==> config.mk <==
export PLATFORM = sky130hd
export DESIGN_NAME = operand_stream_demux
export DESIGN_NICKNAME = d
export VERILOG_FILES = /design/src/rtl/operand_demux_pkg.sv /design/src/rtl/st_pipe_reg.sv /design/src/rtl/operand_stream_demux.sv
export SDC_FILE = /design/constraint.sdc
export NUM_CORES = 1
export LEC_CHECK = 0
export BUFFER_PORTS_ARGS = -buffer_cell sky130_fd_sc_hd__buf_2
export CORE_AREA = 2 2 179 181
export DETAILED_ROUTE_END_ITERATION = 7
export DIE_AREA = 0 0 181 183
export PLACE_DENSITY = 0.73
export SYNTH_ARGS = -nofsm -noshare
export SYNTH_HDL_FRONTEND = slang
export SYNTH_HIERARCHICAL = 1
export SYNTH_SLANG_ARGS = --single-unit
==> constraint.sdc <==
create_clock -name clock_sink -period 4.9 [get_ports clock_sink]
set_clock_uncertainty 0.1 [all_clocks]
set_input_delay 0.98 -clock clock_sink [delete_from_list [all_inputs] [get_ports clock_sink]]
set_output_delay 0.98 -clock clock_sink [all_outputs]
set_load 0.005 [all_outputs]
==> src/rtl/operand_demux_pkg.sv <==
// Shared definitions for operand_stream_demux: FSM state encoding and the
// command word field layout (N_ROW in the low half, N_COL in the high half).
package operand_demux_pkg;

  typedef enum logic [2:0] {
    IDLE  = 3'd0,
    INSTR = 3'd1,
    COLS  = 3'd2,
    ROWS  = 3'd3,
    DRAIN = 3'd4
  } state_t;

  localparam int unsigned ROW_LSB = 0;
  localparam int unsigned COL_LSB = 16;
  localparam int unsigned FIELD_W = 16;

endpackage

==> src/rtl/st_pipe_reg.sv <==
// One-entry ready/valid pipeline register.
//   clk, rst_n             : clock, async active-low reset
//   load_valid, load_data  : beat to capture (caller only loads when load_ready)
//   load_ready             : register can take a beat this cycle
//   out_valid, out_data    : registered output stream
//   out_ready              : downstream ready
module st_pipe_reg #(
  parameter int unsigned DATA_W = 128
) (
  input  logic              clk,
  input  logic              rst_n,
  input  logic              load_valid,
  input  logic [DATA_W-1:0] load_data,
  output logic              load_ready,
  output logic              out_valid,
  output logic [DATA_W-1:0] out_data,
  input  logic              out_ready
);

  logic              valid_q, valid_d;
  logic [DATA_W-1:0] data_q, data_d;

  // Free when empty or when the held beat leaves this cycle.
  assign load_ready = !valid_q || out_ready;

  always_comb begin
    valid_d = valid_q;
    data_d  = data_q;
    if (load_valid && load_ready) begin
      valid_d = 1'b1;
      data_d  = load_data;
    end else if (out_ready) begin
      valid_d = 1'b0;
    end
  end

  always_ff @(posedge clk or negedge rst_n) begin
    if (!rst_n) begin
      valid_q <= 1'b0;
      data_q  <= '0;
    end else begin
      valid_q <= valid_d;
      data_q  <= data_d;
    end
  end

  assign out_valid = valid_q;
  assign out_data  = data_q;

endmodule

==> src/rtl/operand_stream_demux.sv <==
// Splits one operand stream into column and row sink streams for the
// systolic array, issuing one instruction word per job.
//   clock_sink, reset_sink_reset_n : clock, async active-low reset
//   cmd_*      : job command in ([31:16] N_COL, [15:0] N_ROW)
//   in_*       : operand beats (N_COL column beats then N_ROW row beats)
//   st_instr_* : instruction word out (the latched command)
//   st_cols_*  : column beats out
//   st_rows_*  : row beats out
//   busy       : not IDLE
//   job_done   : one-cycle pulse once all beats of a job have drained
module operand_stream_demux
  import operand_demux_pkg::*;
#(
  parameter int unsigned DATA_W = 128,
  parameter int unsigned CMD_W  = 32,
  parameter int unsigned CNT_W  = 16
) (
  input  logic              clock_sink,
  input  logic              reset_sink_reset_n,
  input  logic [CMD_W-1:0]  cmd_data,
  input  logic              cmd_valid,
  output logic              cmd_ready,
  input  logic [DATA_W-1:0] in_data,
  input  logic              in_valid,
  output logic              in_ready,
  output logic [CMD_W-1:0]  st_instr_data,
  output logic              st_instr_valid,
  input  logic              st_instr_ready,
  output logic [DATA_W-1:0] st_cols_data,
  output logic              st_cols_valid,
  input  logic              st_cols_ready,
  output logic [DATA_W-1:0] st_rows_data,
  output logic              st_rows_valid,
  input  logic              st_rows_ready,
  output logic              busy,
  output logic              job_done
);

  state_t             state_q, state_d;
  logic [CNT_W-1:0]   col_cnt_q, col_cnt_d;
  logic [CNT_W-1:0]   row_cnt_q, row_cnt_d;
  logic [CMD_W-1:0]   instr_data_q, instr_data_d;
  logic               instr_valid_q, instr_valid_d;
  logic               cmd_ready_q, cmd_ready_d;
  logic               job_done_q, job_done_d;

  logic               cols_load, rows_load;
  logic               cols_load_ready, rows_load_ready;
  logic               in_ready_c;

  always_comb begin
    state_d       = state_q;
    col_cnt_d     = col_cnt_q;
    row_cnt_d     = row_cnt_q;
    instr_data_d  = instr_data_q;
    instr_valid_d = instr_valid_q;
    job_done_d    = 1'b0;
    in_ready_c    = 1'b0;
    cols_load     = 1'b0;
    rows_load     = 1'b0;

    unique case (state_q)
      IDLE: begin
        if (cmd_valid && cmd_ready_q) begin
          row_cnt_d     = cmd_data[ROW_LSB +: FIELD_W];
          col_cnt_d     = cmd_data[COL_LSB +: FIELD_W];
          instr_data_d  = cmd_data;
          instr_valid_d = 1'b1;
          state_d       = INSTR;
        end
      end
      INSTR: begin
        if (instr_valid_q && st_instr_ready) begin
          instr_valid_d = 1'b0;
          if (col_cnt_q != '0)      state_d = COLS;
          else if (row_cnt_q != '0) state_d = ROWS;
          else                      state_d = DRAIN;
        end
      end
      COLS: begin
        in_ready_c = cols_load_ready;
        if (in_valid && cols_load_ready) begin
          cols_load = 1'b1;
          col_cnt_d = col_cnt_q - 1'b1;
          if (col_cnt_q == CNT_W'(1))
            state_d = (row_cnt_q != '0) ? ROWS : DRAIN;
        end
      end
      ROWS: begin
        in_ready_c = rows_load_ready;
        if (in_valid && rows_load_ready) begin
          rows_load = 1'b1;
          row_cnt_d = row_cnt_q - 1'b1;
          if (row_cnt_q == CNT_W'(1))
            state_d = DRAIN;
        end
      end
      DRAIN: begin
        if (!st_cols_valid && !st_rows_valid) begin
          job_done_d = 1'b1;
          state_d    = IDLE;
        end
      end
      default: state_d = IDLE;
    endcase

    cmd_ready_d = (state_d == IDLE);
  end

  always_ff @(posedge clock_sink or negedge reset_sink_reset_n) begin
    if (!reset_sink_reset_n) begin
      state_q       <= IDLE;
      col_cnt_q     <= '0;
      row_cnt_q     <= '0;
      instr_data_q  <= '0;
      instr_valid_q <= 1'b0;
      cmd_ready_q   <= 1'b0;
      job_done_q    <= 1'b0;
    end else begin
      state_q       <= state_d;
      col_cnt_q     <= col_cnt_d;
      row_cnt_q     <= row_cnt_d;
      instr_data_q  <= instr_data_d;
      instr_valid_q <= instr_valid_d;
      cmd_ready_q   <= cmd_ready_d;
      job_done_q    <= job_done_d;
    end
  end

  st_pipe_reg #(.DATA_W(DATA_W)) u_cols (
    .clk        (clock_sink),
    .rst_n      (reset_sink_reset_n),
    .load_valid (cols_load),
    .load_data  (in_data),
    .load_ready (cols_load_ready),
    .out_valid  (st_cols_valid),
    .out_data   (st_cols_data),
    .out_ready  (st_cols_ready)
  );

  st_pipe_reg #(.DATA_W(DATA_W)) u_rows (
    .clk        (clock_sink),
    .rst_n      (reset_sink_reset_n),
    .load_valid (rows_load),
    .load_data  (in_data),
    .load_ready (rows_load_ready),
    .out_valid  (st_rows_valid),
    .out_data   (st_rows_data),
    .out_ready  (st_rows_ready)
  );

  assign cmd_ready      = cmd_ready_q;
  assign in_ready       = in_ready_c;
  assign st_instr_data  = instr_data_q;
  assign st_instr_valid = instr_valid_q;
  assign busy           = (state_q != IDLE);
  assign job_done       = job_done_q;

endmodule
# Yosys cells after proc, flatten, opt, wreduce, memory -nomap -nowiden

Index checks and enable logic that the tools add are counted.

Flip-flop bits (word level): 328
Input port bits: 167
Output and inout bits: 295
Word-level logic and storage cells: 78

$add $sub $neg: 2
Equal/unequal tests: 10
Multiplexer cells: 30
Reduce and logical (&&, ||, !) cells: 25

Operator list:

| operator                                                               | count |
|---|---|
| 16-bit two-way mux                                                     | 4 |
| 16-bit one-hot mux with 2 select lines                                 | 2 |
| 16-bit by 1-bit equality test with 1-bit output, second input constant | 2 |
| 16-bit nonzero test                                                    | 2 |
| 16-bit by 1-bit subtractor with 16-bit output, second input constant   | 2 |
| 3-bit two-way mux                                                      | 9 |
| 3-bit one-hot mux with 5 select lines                                  | 1 |
| 1-bit two-way mux                                                      | 12 |
| 2-bit nonzero test                                                     | 5 |
| 3-bit AND reduction                                                    | 3 |
| 2-bit != test, second input constant                                   | 4 |
| 1-bit logical AND                                                      | 7 |
| 3-bit by 2-bit equality test with 1-bit output, second input constant  | 2 |
| 3-bit zero test                                                        | 2 |
| 1-bit one-hot mux with 2 select lines                                  | 2 |
| 3-bit by 1-bit equality test with 1-bit output, second input constant  | 1 |
| 3-bit equality test, second input constant                             | 1 |
| 3-bit nonzero test                                                     | 1 |
| 1-bit zero test                                                        | 2 |
| 1-bit logical OR                                                       | 2 |
| 2-bit AND reduction                                                    | 1 |

# Logic depth before layout (Yosys ltp)

Depth after elaboration: 7
Mapped depth: 8
Gate-level depth less buffers: 7

# Hierarchy

The synthesis kept the hierarchy.

By module, submodules not included:

| module               | instances | cells each | area an instance (µm²) | seq. area each (µm²) |
|---|---|---|---|---|
| st_pipe_reg          | 2         | 274        | 5341.4                 | 3228.1 |
| operand_stream_demux | 1         | 421        | 3583.4                 | 1751.7 |

# Worst setup path before layout

Ideal clock, no wire load.

Path type: input port to output port
Start: in st_cols_ready
End: out in_ready
Arrival time: 1.341 ns
Required time: 3.820 ns
Setup slack: 2.479 ns
Cell stages on the path: 2
Buffers on the path: 0
Path through: nand2b_4 > a22o_1

Longest elaborated chain between the ends: 2

RTL lines:

| item                                  | RTL line                   | text |
|---|---|---|
| start, declared                       | operand_stream_demux.sv:31 | `input logic st_cols_ready,` |
| 1-bit logical OR                      | st_pipe_reg.sv:24          | `assign load_ready = !valid_q \|\| out_ready;` |
| 1-bit one-hot mux with 2 select lines | operand_stream_demux.sv:62 | `unique case (state_q)` |
| end, declared                         | operand_stream_demux.sv:25 | `output logic in_ready,` |

Every way passes these cells.

# Worst setup path in the final report

Start: reg state_q[2]
End: reg u_rows.data_q[10] (netlist: u_rows/out_data[10])

Longest elaborated chain between the ends: 3

RTL lines:

| item                                           | RTL line                    | text |
|---|---|---|
| start, declared                                | operand_stream_demux.sv:39  | `state_t state_q, state_d;` |
| start signal, assigned                         | operand_stream_demux.sv:120 | `state_q <= state_d;` |
| 3-bit by 2-bit equality test with 1-bit output | operand_stream_demux.sv:62  |  |
| 1-bit two-way mux                              | operand_stream_demux.sv:62  |  |
| named net rows_load                            | operand_stream_demux.sv:47  | `logic cols_load, rows_load;` |
| 1-bit logical AND                              | st_pipe_reg.sv:29           | `if (load_valid && load_ready) begin` |
| end signal, assigned                           | st_pipe_reg.sv:43           | `data_q <= data_d;` |
| end, declared                                  | st_pipe_reg.sv:21           | `logic [DATA_W-1:0] data_q, data_d;` |

The timed path passes the listed nets, and every way through them passes these cells.
A chain may end at the register's enable or synchronous reset.

==> results.yml <==
sta:
  rsz0062_at_grt: "no"
  maxSlewViolCount: 0
  tightestPinTransition_ns: 1.14
  slew_headroom_pct: 23.5
  post-route-min-period_ns: 3.27
  setup_violations: 0
  fin_crit_sh_pct: 66.7
  finalWorstSetupSlack_ns: 1.63
  fin_tns_setup_ns: 0
  fmax_mhz: 306
  hold_viol_final: 0
critical_path:
  critPathArrivalTime_ns: 3.56
  rrSetupSlack_ns: 1.63
  critPathKind: "reg -> reg"
  cp_max_fo: 80
  end_kind: "register"
  worstPathRequired_ns: 5.19
  startpoint_type: "register"
placed_design:
  gp_congestion: 0.808
  dpl.cell_count: 1799
  hpwl_um: 25600
  numPortBuffers: 461
  pre_cts_ws_ns: 1.63
clock_network:
  path_clk_slew_ns: 0.06
  cts_tree: "yes"
  cts_hold_buffers: 0
  cts_setup_buffers: 0
  cts.htree.levels: 2
  numCtsBuffers: 37
  clock-root-buffer: "clkbuf_16"
  cts_resized: 0
  cts_num_sinks: 328
  worst_skew_pair.late_latency_ns: 0.51
  clock_path_buffers: 3
routing:
  first_iter_violations: 508
  routed_wl_um: 36300
  vias_per_cell: 5.17
  wl_per_cell_um: 19.4
  drc_errors: 0
  drtAntennaViolNets: 0
  firstDrtPassIters: 5
  vias: 9644
floorplanning:
  initial_core_util_pct: 45.7
  row_count: 65
  io_pins: 462
  dieArea_um2: 33100
  core_area_um2: 31200
  fp.dieH_um: 183
  die_w_um: 181
logic_synthesis:
  syn-num-nets: 1142
  synth_area_um2: 14300
  synth_compound_area_share_pct: 4.22
  synth_xor_area_share_pct: 0
  synth_top_family_by_area: "multiplexers"
  synth_async_sr_flop_share_pct: 100
  muxShareOfSynthArea_pct: 25.6
  synth_edf_count: 0
  synth_cell_types: 55
  ys_ff_latch: 328
  synth_top_flop_cell: "dfrtp_1"
  yosys.area_share.simple_pct: 7.74
  yosys_warnings: 6
  seq_area_frac_synth_pct: 57.5
  synthAdderAreaFrac_pct: 0.526
  syn_inst: 969
  syn_area_per_cell_um2: 14.7
grt:
  gr-usage-all-layers_pct: 21.6
  grt_pass1_vias: 9877
  grt_max_degree: 115
  grt_pass1_wl_um: 57000
  antenna_found_initial: 4
  grt.overflow.total: 0
finish:
  synthToLayoutAreaGrowth_pct: 25.4
  drive_above_1_share_pct: 55.2
  nets: 1609
  finalNonFillerCells: 1867
  fillers: 2557
  finish.utilization_pct: 57.3
power:
  peakVddDrop_mv: 0.444
  power.total_mw: 12.5
  pwr_density_cell_nw_per_um2: 697
  p_leak_nw: 9.46
run:
  max-cap-violations: 0
run_status:
  status: "completed"
worst_hold_path:
  hold_path_class: "reg -> reg"
[final timing paths]
path	startpoint	end	cells after the start
setup / recovery	state_q[2]	u_rows/out_data[10]	6
setup reg to reg	state_q[2]	u_rows/out_data[10]	6
min in group asynchronous	reset_sink_reset_n	st_instr_data[20]	1
max in group asynchronous	reset_sink_reset_n	u_cols/out_data[9]	2
hold / removal	st_instr_data[28]	st_instr_data[28]	2
hold reg to reg	st_instr_data[28]	st_instr_data[28]	2
[logic make-up (layout without fill, tap and decap cells)]
group	Yosys count	after routing
compound gates	96	96
fa+ha+maj	6	6
buf+inv	55	548
flops	328	328
mux	256	256
other cells	0	3
simple gates	228	228
[power by group]
part / internal (mW) / switching (mW) / leakage, nW
Sequential: 4.07 / 0.856 / 3.94
Clock: 1.70 / 1.08 / 0.610
Combinational: 2.77 / 1.99 / 4.91
[layout by cell type, fill, tap and decap left out, drive strengths merged, types with 2 or more instances in the layout]
cell type	netlist	layout
a21oi	26	26
buf	38	476
o21ai	29	29
inv	7	10
mux2	256	256
ha	6	6
o211ai	4	4
clkbuf	10	57
nand3b	2	2
o22ai	4	4
dfrtp	328	328
nand2	125	125
nor4	4	4
or3	7	7
bufinv	0	2
a211oi	2	2
and3	6	6
or4	6	6
nand3	12	12
or2	2	2
or3b	3	3
clkinv	0	3
nand4	2	2
nor3	17	17
o2bb2ai	5	5
nor2	28	28
a22o	2	2
a31oi	3	3
a22oi	7	7
a2bb2oi	3	3
diode	0	3
nand2b	6	6
nor3b	6	6
o22a	2	2
[per-layer routing]
layer | share of wire [%] | wire [um] | GRT usage (%)
met5 | 0.063 | 23 | 0
met4 | 2.8 | 1020 | 6.31
met3 | 7.3 | 2640 | 5.28
met2 | 49 | 17800 | 36.6
met1 | 41 | 14800 | 27.6
[synth_stat cells (7+ instances only)]
master / count / share of area (%)
a22oi_1: 7 / 0.37
nand3_1: 11 / 0.39
mux2_4: 206 / 22
nor2_1: 26 / 0.68
dfrtp_1: 328 / 58
nor3_1: 15 / 0.53
a21oi_1: 26 / 0.91
inv_1: 7 / 0.18
buf_12: 22 / 3.1
nand2_1: 123 / 3.2
clkbuf_1: 10 / 0.26
mux2_2: 50 / 3.9
o21ai_0: 29 / 1.0
[registers in the layout (all words and copies together) (netlist names), 3 cells and up]
signal and cells:
row_cnt_q 16, st_instr_data 32, u_rows/out_data 128, u_cols/out_data 128, state_q 3, col_cnt_q 16
[metrics by stage]
step	hold slack [ns]	instance area (um^2)
floorplan	0.370	14300
global placement	0.353	16700
detailed placement	0.357	16700
CTS	0.371	17900
global route	0.403	17900
finish	0.368	17900
[final cells by class]
| cell class | count | area [um^2] | area share, % |
|---|---|---|---|
| flip-flops and latches | 328 | 8210 | 45.9 |
| multi-input cells | 586 | 5460 | 30.5 |
| repair buffers | 476 | 2450 | 13.7 |
| clock buffers | 57 | 1130 | 6.33 |
| well taps | 402 | 503 | 2.81 |
| clock inverters | 8 | 101 | 0.566 |
| inverters | 7 | 26.3 | 0.147 |
| diodes | 3 | 7.51 | 0.0420 |
[worst max-delay path, cell delays in order, from the launching register on]
cell and delay [ns]:
dfrtp_1 0.45, and3b_1 0.67, nand3_2 0.21, inv_1 0.24, nand2_8 0.36, buf_4 0.52
mux2_4 0.33
Power figures use the tool's default switching activity.
